<file path="config.mk">
export PLATFORM = sky130hd
export DESIGN_NAME = pipe_stage_buf_flat
export DESIGN_NICKNAME = d
export VERILOG_FILES = /design/src/rtl/cpu_pipe_pkg.sv /design/src/rtl/pipe_stage_buf_if.sv /design/src/rtl/pipe_slot.sv /design/src/rtl/pipe_stage_buf.sv /design/src/flat_wrapper.sv
export SDC_FILE = /design/constraint.sdc
export NUM_CORES = 1
export LEC_CHECK = 0
export ABC_CLOCK_PERIOD_IN_PS = 8100
export CAP_MARGIN = 25
export CORE_UTILIZATION = 50
export DETAILED_ROUTE_END_ITERATION = 8
export PLACE_DENSITY = 0.86
export SETUP_SLACK_MARGIN = 0.15
export SLEW_MARGIN = 20
export SYNTH_ARGS = -nofsm -noshare
export SYNTH_HDL_FRONTEND = slang
export SYNTH_HIERARCHICAL = 1
export SYNTH_SLANG_ARGS = --single-unit
</file>
<file path="constraint.sdc">
create_clock -name clk -period 8.1 [get_ports clk]
set_clock_uncertainty 0.1 [all_clocks]
set_input_delay 2.025 -clock clk [delete_from_list [all_inputs] [get_ports clk]]
set_output_delay 2.025 -clock clk [all_outputs]
set_load 0.05 [all_outputs]
</file>
<file path="src/rtl/cpu_pipe_pkg.sv">
// Shared pipeline types: slot-pair states, per-stage payload widths
// and packed control bundles that stages cast into a pipe_stage_buf.
package cpu_pipe_pkg;

    typedef enum logic [1:0] {
        PS_EMPTY = 2'd0,
        PS_FULL  = 2'd1,
        PS_SKID  = 2'd2
    } pipe_state_t;

    typedef struct packed {
        logic       pred_taken;
    } if_id_ctrl_t;

    typedef struct packed {
        logic       regwrite;
        logic       dmem_ren;
        logic       dmem_wen;
        logic       halt;
        logic       branch;
        logic       jump;
        logic       alu_src;
        logic [3:0] alu_op;
        logic [4:0] rd;
    } id_ex_ctrl_t;

    typedef struct packed {
        logic       regwrite;
        logic       dmem_ren;
        logic       dmem_wen;
        logic       halt;
        logic       mem_to_reg;
        logic [2:0] funct3;
        logic [4:0] rd;
    } ex_mem_ctrl_t;

    typedef struct packed {
        logic       regwrite;
        logic       halt;
        logic       mem_to_reg;
        logic [4:0] rd;
    } mem_wb_ctrl_t;

    localparam int IF_ID_CTRL_W   = $bits(if_id_ctrl_t);
    localparam int IF_ID_DATA_W   = 64;
    localparam int ID_EX_CTRL_W   = $bits(id_ex_ctrl_t);
    localparam int ID_EX_DATA_W   = 160;
    localparam int EX_MEM_CTRL_W  = $bits(ex_mem_ctrl_t);
    localparam int EX_MEM_DATA_W  = 96;
    localparam int MEM_WB_CTRL_W  = $bits(mem_wb_ctrl_t);
    localparam int MEM_WB_DATA_W  = 64;

endpackage

</file>
<file path="src/rtl/pipe_stage_buf_if.sv">
// Valid/ready stream carrying a control word and a datapath word.
// The master drives the payload; the slave answers with ready.
interface pipe_stage_buf_if #(
    parameter int CTRL_W = 16,
    parameter int DATA_W = 160
);
    logic              valid;
    logic              ready;
    logic [CTRL_W-1:0] ctrl;
    logic [DATA_W-1:0] data;

    modport master (output valid, ctrl, data, input ready);
    modport slave  (input valid, ctrl, data, output ready);
endinterface

</file>
<file path="src/rtl/pipe_slot.sv">
// One pipeline entry {valid, ctrl, data}. Flush kills valid and ctrl;
// data only changes on a real load or a zeroing flush.
module pipe_slot #(
    parameter int CTRL_W = 16,
    parameter int DATA_W = 160
) (
    input  logic              clk,
    input  logic              rst,
    input  logic              load,
    input  logic              clear,
    input  logic              flush,
    input  logic              flush_zero,
    input  logic [CTRL_W-1:0] ld_ctrl,
    input  logic [DATA_W-1:0] ld_data,
    output logic              valid,
    output logic [CTRL_W-1:0] ctrl,
    output logic [DATA_W-1:0] data
);

    always_ff @(posedge clk or posedge rst) begin
        if (rst) begin
            valid <= 1'b0;
            ctrl  <= '0;
        end else if (flush) begin
            valid <= 1'b0;
            ctrl  <= '0;
        end else if (load) begin
            valid <= 1'b1;
            ctrl  <= ld_ctrl;
        end else if (clear) begin
            valid <= 1'b0;
        end
    end

    // Clock-enabled data path: idle cycles leave these flops untouched
    always_ff @(posedge clk or posedge rst) begin
        if (rst) begin
            data <= '0;
        end else if (flush && flush_zero) begin
            data <= '0;
        end else if (load && !flush) begin
            data <= ld_data;
        end
    end

endmodule

</file>
<file path="src/rtl/pipe_stage_buf.sv">
// Inter-stage pipeline register with valid/ready flow control, an
// optional skid entry for a registered in_ready, and flush-to-bubble.
module pipe_stage_buf
    import cpu_pipe_pkg::*;
#(
    parameter int DATA_W          = 160,
    parameter int CTRL_W          = 16,
    parameter int SKID            = 1,
    parameter int FLUSH_ZERO_DATA = 1
) (
    input  logic                clk,
    input  logic                rst,
    input  logic                flush,
    pipe_stage_buf_if.slave     up,
    pipe_stage_buf_if.master    dn,
    output logic [1:0]          occupancy
);

    pipe_state_t       state_q;
    pipe_state_t       state_d;
    logic              accept;
    logic              issue;
    logic              flush_zero;

    logic              m_load;
    logic              m_clear;
    logic              m_from_skid;
    logic              s_load;
    logic              s_clear;

    logic              m_valid;
    logic [CTRL_W-1:0] m_ctrl;
    logic [DATA_W-1:0] m_data;
    logic              s_valid;
    logic [CTRL_W-1:0] s_ctrl;
    logic [DATA_W-1:0] s_data;

    logic [CTRL_W-1:0] m_ld_ctrl;
    logic [DATA_W-1:0] m_ld_data;

    assign accept     = up.valid & up.ready;
    assign issue      = m_valid & dn.ready;
    assign flush_zero = (FLUSH_ZERO_DATA != 0);

    always_ff @(posedge clk or posedge rst) begin
        if (rst) state_q <= PS_EMPTY;
        else     state_q <= state_d;
    end

    always_comb begin
        state_d = state_q;
        if (flush) begin
            state_d = PS_EMPTY;
        end else begin
            unique case (state_q)
                PS_EMPTY: if (accept) state_d = PS_FULL;
                PS_FULL: begin
                    if (accept && !issue)
                        state_d = (SKID != 0) ? PS_SKID : PS_FULL;
                    else if (!accept && issue)
                        state_d = PS_EMPTY;
                end
                PS_SKID:  if (issue) state_d = PS_FULL;
                default:  state_d = PS_EMPTY;
            endcase
        end
    end

    // Slot controls; flush priority is applied inside each slot
    always_comb begin
        m_load      = 1'b0;
        m_clear     = 1'b0;
        m_from_skid = 1'b0;
        s_load      = 1'b0;
        s_clear     = 1'b0;
        unique case (state_q)
            PS_EMPTY: m_load = accept;
            PS_FULL: begin
                m_load  = accept & issue;
                s_load  = accept & ~issue;
                m_clear = issue & ~accept;
            end
            PS_SKID: begin
                m_load      = issue;
                m_from_skid = issue;
                s_clear     = issue;
            end
            default: ;
        endcase
    end

    assign m_ld_ctrl = m_from_skid ? s_ctrl : up.ctrl;
    assign m_ld_data = m_from_skid ? s_data : up.data;

    pipe_slot #(.CTRL_W(CTRL_W), .DATA_W(DATA_W)) u_main (
        .clk        (clk),
        .rst        (rst),
        .load       (m_load),
        .clear      (m_clear),
        .flush      (flush),
        .flush_zero (flush_zero),
        .ld_ctrl    (m_ld_ctrl),
        .ld_data    (m_ld_data),
        .valid      (m_valid),
        .ctrl       (m_ctrl),
        .data       (m_data)
    );

    generate
        if (SKID != 0) begin : g_skid
            pipe_slot #(.CTRL_W(CTRL_W), .DATA_W(DATA_W)) u_skid (
                .clk        (clk),
                .rst        (rst),
                .load       (s_load),
                .clear      (s_clear),
                .flush      (flush),
                .flush_zero (flush_zero),
                .ld_ctrl    (up.ctrl),
                .ld_data    (up.data),
                .valid      (s_valid),
                .ctrl       (s_ctrl),
                .data       (s_data)
            );
            assign up.ready = ~s_valid;
        end else begin : g_latch
            logic unused_skid;
            assign s_valid     = 1'b0;
            assign s_ctrl      = '0;
            assign s_data      = '0;
            assign unused_skid = ^{s_load, s_clear};
            assign up.ready    = ~m_valid | dn.ready;
        end
    endgenerate

    assign dn.valid  = m_valid;
    assign dn.ctrl   = m_valid ? m_ctrl : '0;
    assign dn.data   = m_data;
    assign occupancy = {1'b0, m_valid} + {1'b0, s_valid};

endmodule

</file>
<file path="src/flat_wrapper.sv">
// flat-port wrapper written by rule: the top's interface ports become plain ports
module pipe_stage_buf_flat import cpu_pipe_pkg::*;
#(
    parameter int DATA_W          = 160,
    parameter int CTRL_W          = 16,
    parameter int SKID            = 1,
    parameter int FLUSH_ZERO_DATA = 1
)
  (clk, rst, flush, occupancy, up_valid, up_ctrl, up_data, up_ready, dn_valid, dn_ctrl, dn_data, dn_ready);
  pipe_stage_buf_if #(.CTRL_W(CTRL_W), .DATA_W(DATA_W)) up_i ();
  pipe_stage_buf_if #(.CTRL_W(CTRL_W), .DATA_W(DATA_W)) dn_i ();
  input  logic clk;
  input  logic rst;
  input  logic flush;
  output logic [1:0] occupancy;
  input wire logic [$bits(up_i.valid)-1:0] up_valid;
  input wire logic [$bits(up_i.ctrl)-1:0] up_ctrl;
  input wire logic [$bits(up_i.data)-1:0] up_data;
  output wire logic [$bits(up_i.ready)-1:0] up_ready;
  output wire logic [$bits(dn_i.valid)-1:0] dn_valid;
  output wire logic [$bits(dn_i.ctrl)-1:0] dn_ctrl;
  output wire logic [$bits(dn_i.data)-1:0] dn_data;
  input wire logic [$bits(dn_i.ready)-1:0] dn_ready;
  assign up_i.valid = up_valid;
  assign up_i.ctrl = up_ctrl;
  assign up_i.data = up_data;
  assign up_ready = up_i.ready;
  assign dn_valid = dn_i.valid;
  assign dn_ctrl = dn_i.ctrl;
  assign dn_data = dn_i.data;
  assign dn_i.ready = dn_ready;
  pipe_stage_buf #(.DATA_W(DATA_W), .CTRL_W(CTRL_W), .SKID(SKID), .FLUSH_ZERO_DATA(FLUSH_ZERO_DATA)) u_core (.clk(clk), .rst(rst), .flush(flush), .up(up_i), .dn(dn_i), .occupancy(occupancy));
endmodule
</file>
# Word-level counts from Yosys, hierarchy flattened
# Cells that the tools add are included.
[classes]
n_addsub = 1
n_eq_ne = 5
muxes = 27
bitwise_logic = 8
reduce_logical = 15
[ops]
columns = ["op", "count"]
rows = [
  ["$mux 160", 5],
  ["$mux 16", 6],
  ["$mux 2", 5],
  ["$mux 1", 9],
  ["$reduce_bool 2->1", 4],
  ["$ne 3x2->1 const B", 2],
  ["$pmux 2 s3", 1],
  ["$reduce_bool 3->1", 2],
  ["$and 1x1->1", 5],
  ["$logic_and 1x1->1", 4],
  ["$ne 4x2->1 const B", 1],
  ["$logic_not 1->1", 3],
  ["$not 1->1", 3],
  ["$pmux 1 s3", 1],
  ["$reduce_and 3->1", 1],
  ["$add 1x1->2", 1],
  ["$eq 2x1->1 const B", 1],
  ["$eq 2x2->1 const B", 1],
  ["$logic_not 2->1", 1],
]
[totals]
reg_bits = 356
input_bits = 181
elab_cells = 63

# Logic depth before layout (Yosys ltp)
[logic_depth]
word_depth = 8
ltp_mapped = 11

# Cells and area by module
# Netlist, hierarchy kept.
[modules_own_cells]
columns = ["module", "n_inst", "cells_per_inst", "area_per_inst_um2"]
rows = [
  ["pipe_slot", 2, 502, 7201.9],
  ["pipe_stage_buf", 1, 237, 2832.7],
]

# Worst setup path after synthesis
# Ideal clock, no wire load.
[synth_timing]
path_kind = "input port to flip-flop"
startpoint = "in up_valid"
endpoint = "reg u_core.u_main.data[10]"
setup_time_ps = 130
t_arrival_ps = 3506
required_time_ps = 7870
slack_ps = 4365
stages = 7
n_path_buf = 3
path_cell_list = "or4b_2 o311ai_0 buf_2 buf_6 buf_4 mux2i_1 o2bb2ai_1"
[synth_between]
elab_chain_len = 5
[synth_rtl]
columns = ["element", "line", "source"]
rows = [
  ["start, declared", "flat_wrapper.sv:16", "input wire logic [$bits(up_i.valid)-1:0] up_valid;"],
  ["$and 1x1->1 *", "pipe_stage_buf.sv:41", "assign accept = up.valid & up.ready;"],
  ["$and 1x1->1", "pipe_stage_buf.sv:79", "m_load = accept & issue;"],
  ["$pmux 1 s3 *", "pipe_stage_buf.sv:76", "unique case (state_q)"],
  ["via u_core.m_load", "pipe_stage_buf.sv:25", "logic m_load;"],
  ["$logic_and 1x1->1 *", "pipe_slot.sv:41", "end else if (load && !flush) begin"],
  ["$reduce_bool 2->1 (no source line) *", "-", ""],
  ["end signal, assigned", "pipe_slot.sv:42", "data <= ld_data;"],
  ["end, declared", "pipe_slot.sv:17", "output logic [DATA_W-1:0] data"],
]
# The timed path passes the listed nets; every way through them passes the cells marked *.
# A chain may end at the register's enable or synchronous reset.

# Worst setup path after layout
[layout_timing]
startpoint = "in dn_ready"
endpoint = "reg u_core.u_main.data[48]"
[layout_between]
elab_chain_len = 5
elab_cells_between_ends = 9
[layout_rtl]
columns = ["element", "line", "source"]
rows = [
  ["start, declared", "flat_wrapper.sv:23", "input wire logic [$bits(dn_i.ready)-1:0] dn_ready;"],
  ["$and 1x1->1", "pipe_stage_buf.sv:42", "assign issue = m_valid & dn.ready;"],
  ["$mux 1", "pipe_stage_buf.sv:76", ""],
  ["$mux 160", "pipe_stage_buf.sv:93", "assign m_ld_data = m_from_skid ? s_data : up.data;"],
  ["via u_core.m_ld_data[48]", "pipe_stage_buf.sv:39", "logic [DATA_W-1:0] m_ld_data;"],
  ["$mux 160", "pipe_slot.sv:41", ""],
  ["$mux 160", "pipe_slot.sv:39", "end else if (flush && flush_zero) begin"],
]
# The timed path passes the listed nets, and every way through them passes these cells. The select of a mux whose other input is x is not followed.

==> metrics.cfg <==
[run_status]
outcome = finished, violations left
failed_checks = slew limit

[worst_setup_path]
cp_common_cell = buf_4
critical_path_required_ns = 8.35
path_buf_inv = 3
cp_max_fo = 66
end_kind = flip-flop
critical-path-max-stage-delay_ns = 0.89
ff2ff_setup_slack_ns = 4.43
cp_data_arrival_time_ns = 5.15
r2r_end = u_core/u_main/data[48]
crit_family = buffers and inverters
crit_slowest_cell = buf_4
start_kind = input pin
critPathKind = in2reg
path_cells = clkdlybuf4s50_1, nand4b_1, buf_4, buf_4, mux2_2, mux2i_1, o2bb2ai_1
reg2reg_from = u_core/u_main/valid
worst-r2r-cell-count = 6

[timing]
slew_headroom_pct = -343.1
rsz0062_at_grt = no
tns_ns = 0
fmax_mhz = 204.3
finalCritPeriodShare_pct = 60.43
setup_violations = 0
period_needed_ns = 4.895
worst_slew_pin_slew_ns = 6.633
maxSlewViolCount = 156
final_hold_viol_count = 0

[clocking]
cts_tree = yes
cts.path.max_buffers = 3
clk_latency_ns = 0.52
cts_resized = 0
cts_setup_buffers = 0
cts_root_buf = clkbuf_16
clock_sinks = 356
htree_levels = 2
cts_made_buffers = 39
path_clk_slew_ns = 0.06
cts_hold_buf = 0

[detailed_routing]
dr.pass1.iters = 5
wl_per_cell_um = 22.44
via_per_inst = 5.931
vias = 12020
drc = 0
drt_iter0_markers = 669
drtAntennaViolNets = 0
wl_um = 45460

[synthesis]
ys_warn_count = 6
avgSynthCellArea_um2 = 13.89
syn_area_mm2 = 0.01724
yosysSeqAreaShare_pct = 51.68
ys_ff_latch = 356
postSynthCellCount = 1241
ys_types = 33

[global_route]
grtUsageMet3_pct = 3.856
grt-ovfl-total = 0
grt_pass1_vias = 12420
use_met1_pct = 34.86
busiest_layer = met2
grt_max_degree = 123
grt_use_total_pct = 25.42
met2_usage_pct = 40.28
antenna_found_initial = 6
grt_pass1_wl_um = 71770

[floorplanning]
start_util_pct = 51.15
fp.dieW_um = 187.7
core_region_area_mm2 = 0.03370
dieArea_mm2 = 0.03522
pin_count = 361
die_h_um = 187.7
rows = 67

[power]
p_total_mw = 5.639
powerDensity_mw_per_mm2 = 254.8
leakage_nw = 9.813
p_sw_mw = 1.885
vdd_drop_max_v = 0.0001801
internal-power_mw = 3.754
clockPowerShare_pct = 31.5
seqPwrFrac_pct = 39.3
p_comb_share_pct = 29.2
swShare_pct = 33.42

[cells_and_area]
drive_above_1_share_pct = 16.79
layout_common_cells = clkdlybuf4s50_1 (359), dfrtp_1 (356), mux2i_1 (187), a22o_1 (166), o2bb2ai_1 (154)
final_common_cell = clkdlybuf4s50_1
area_growth_pct = 28.38
nNetsFinal = 1727

[hold_path]
min_path_cells = 1
hp-start = u_core/g_skid.u_skid/data[120]
whs_endpoint = u_core/g_skid.u_skid/data[120]
hold_path.class = reg2reg

[placed_design]
dpl.hpwl_um = 27530
gp_congestion = 0.8205
portBuffers = 360

[flow_run]
drv_cap = 0

-- cells by family after synthesis --
logic type,synth area share [%]
buffers and inverters,5.103
adder cells (fa/ha/maj),0.07258
other,0.02176
AO/OA/AOI/OAI,16.46
AND/OR/NAND/NOR,2.011
flip-flops,51.68
multiplexers,24.65
-- sequential cells by signal, summed over array words and instances, names as in the netlist --
register and cells:
u_core/state_q 2, u_core/u_main/valid 1, u_core/u_main/ctrl 16, u_core/g_skid.u_skid/valid 1
u_core/g_skid.u_skid/ctrl 16, u_core/u_main/data 160, u_core/g_skid.u_skid/data 160
-- through the flow --
| step | hold WS (ns) | setup WS [ns] | instance area [um^2] | utilization (%) | cells |
|---|---|---|---|---|---|
| 5_1_grt | 0.4037 | 3.111 | 22130 | 65.65 | 2025 |
| 4_1_cts | 0.3999 | 3.237 | 22060 | 65.45 | 2018 |
| 3_3_place_gp | 0.3784 | 2.713 | 20730 | 61.51 | 1948 |
| 3_5_place_dp | 0.3819 | 2.684 | 20780 | 61.67 | 1950 |
| 2_1_floorplan | 0.3620 | 1.173 | 17250 | - | 1244 |
| 6_report | 0.3980 | 3.205 | 22130 | 65.66 | 2026 |
-- power by group through the flow --
stage | clock network, mW | registers (mW) | logic [mW]
6_report | 1.78 | 2.21 | 1.65
5_1_grt | 1.89 | 2.24 | 1.72
4_1_cts | 1.82 | 2.21 | 1.64
3_5_place_dp | 0 | 2.23 | 1.64
3_3_place_gp | 0 | 2.22 | 1.60
2_1_floorplan | 0 | 2.68 | 0.629
-- layer usage --
metal / vias to the layer above / share of wire [%]
met3: 114 / 5.5
met4: 0 / 4.3
li1: 5332 / -
met5: - / 0
met1: 6141 / 43
met2: 430 / 47
-- synthesized netlist by cell type (all sizes together) --
master | number | area [um^2]
inv | 7 | 26.28
and2 | 16 | 100.1
buf | 109 | 812.0
nor2 | 33 | 123.9
nand2 | 2 | 7.510
or4b | 1 | 10.01
ha | 1 | 12.51
nand3 | 1 | 5.000
a211oi | 1 | 7.510
nand4b | 1 | 8.760
or4 | 1 | 7.510
a22o | 166 | 1454
o2bb2ai | 154 | 1349
nor2b | 4 | 40.04
nand2b | 3 | 18.77
a21o | 1 | 7.510
nand4 | 1 | 6.260
nor3b | 1 | 7.510
clkbuf | 11 | 41.29
conb | 1 | 3.750
dfrtp | 356 | 8909
mux2 | 176 | 2357
o311ai | 1 | 8.760
and3 | 1 | 6.260
mux2i | 189 | 1892
nor3 | 1 | 5.000
a21oi | 2 | 10.01
-- how the worst max path moves through the flow --
| stage | startpoint | to | slack (ns) | depth (start not counted) |
|---|---|---|---|---|
| after floorplan | rst | u_core/g_skid.u_skid/ctrl[0] | 1.17 | 1 |
| after global placement | dn_ready | u_core/u_main/data[38] | 2.71 | 7 |
| after detailed placement | dn_ready | u_core/u_main/data[34] | 2.68 | 7 |
| after CTS | dn_ready | u_core/u_main/data[16] | 3.24 | 7 |
| after global routing | dn_ready | u_core/u_main/data[48] | 3.11 | 7 |
| final | dn_ready | u_core/u_main/data[48] | 3.21 | 7 |
-- final cells by class --
class / instances / area [um^2]
antenna: 6 / 15.01
timing repair buffer: 380 / 3835
fill: 2404 / 11570
clock buffer: 57 / 1104
tap: 448 / 560.5
multi-input combinational: 761 / 7497
sequential: 356 / 8909
inverter: 7 / 36.28
clock inverter: 11 / 171.4
(Power assumes the default switching activity.)
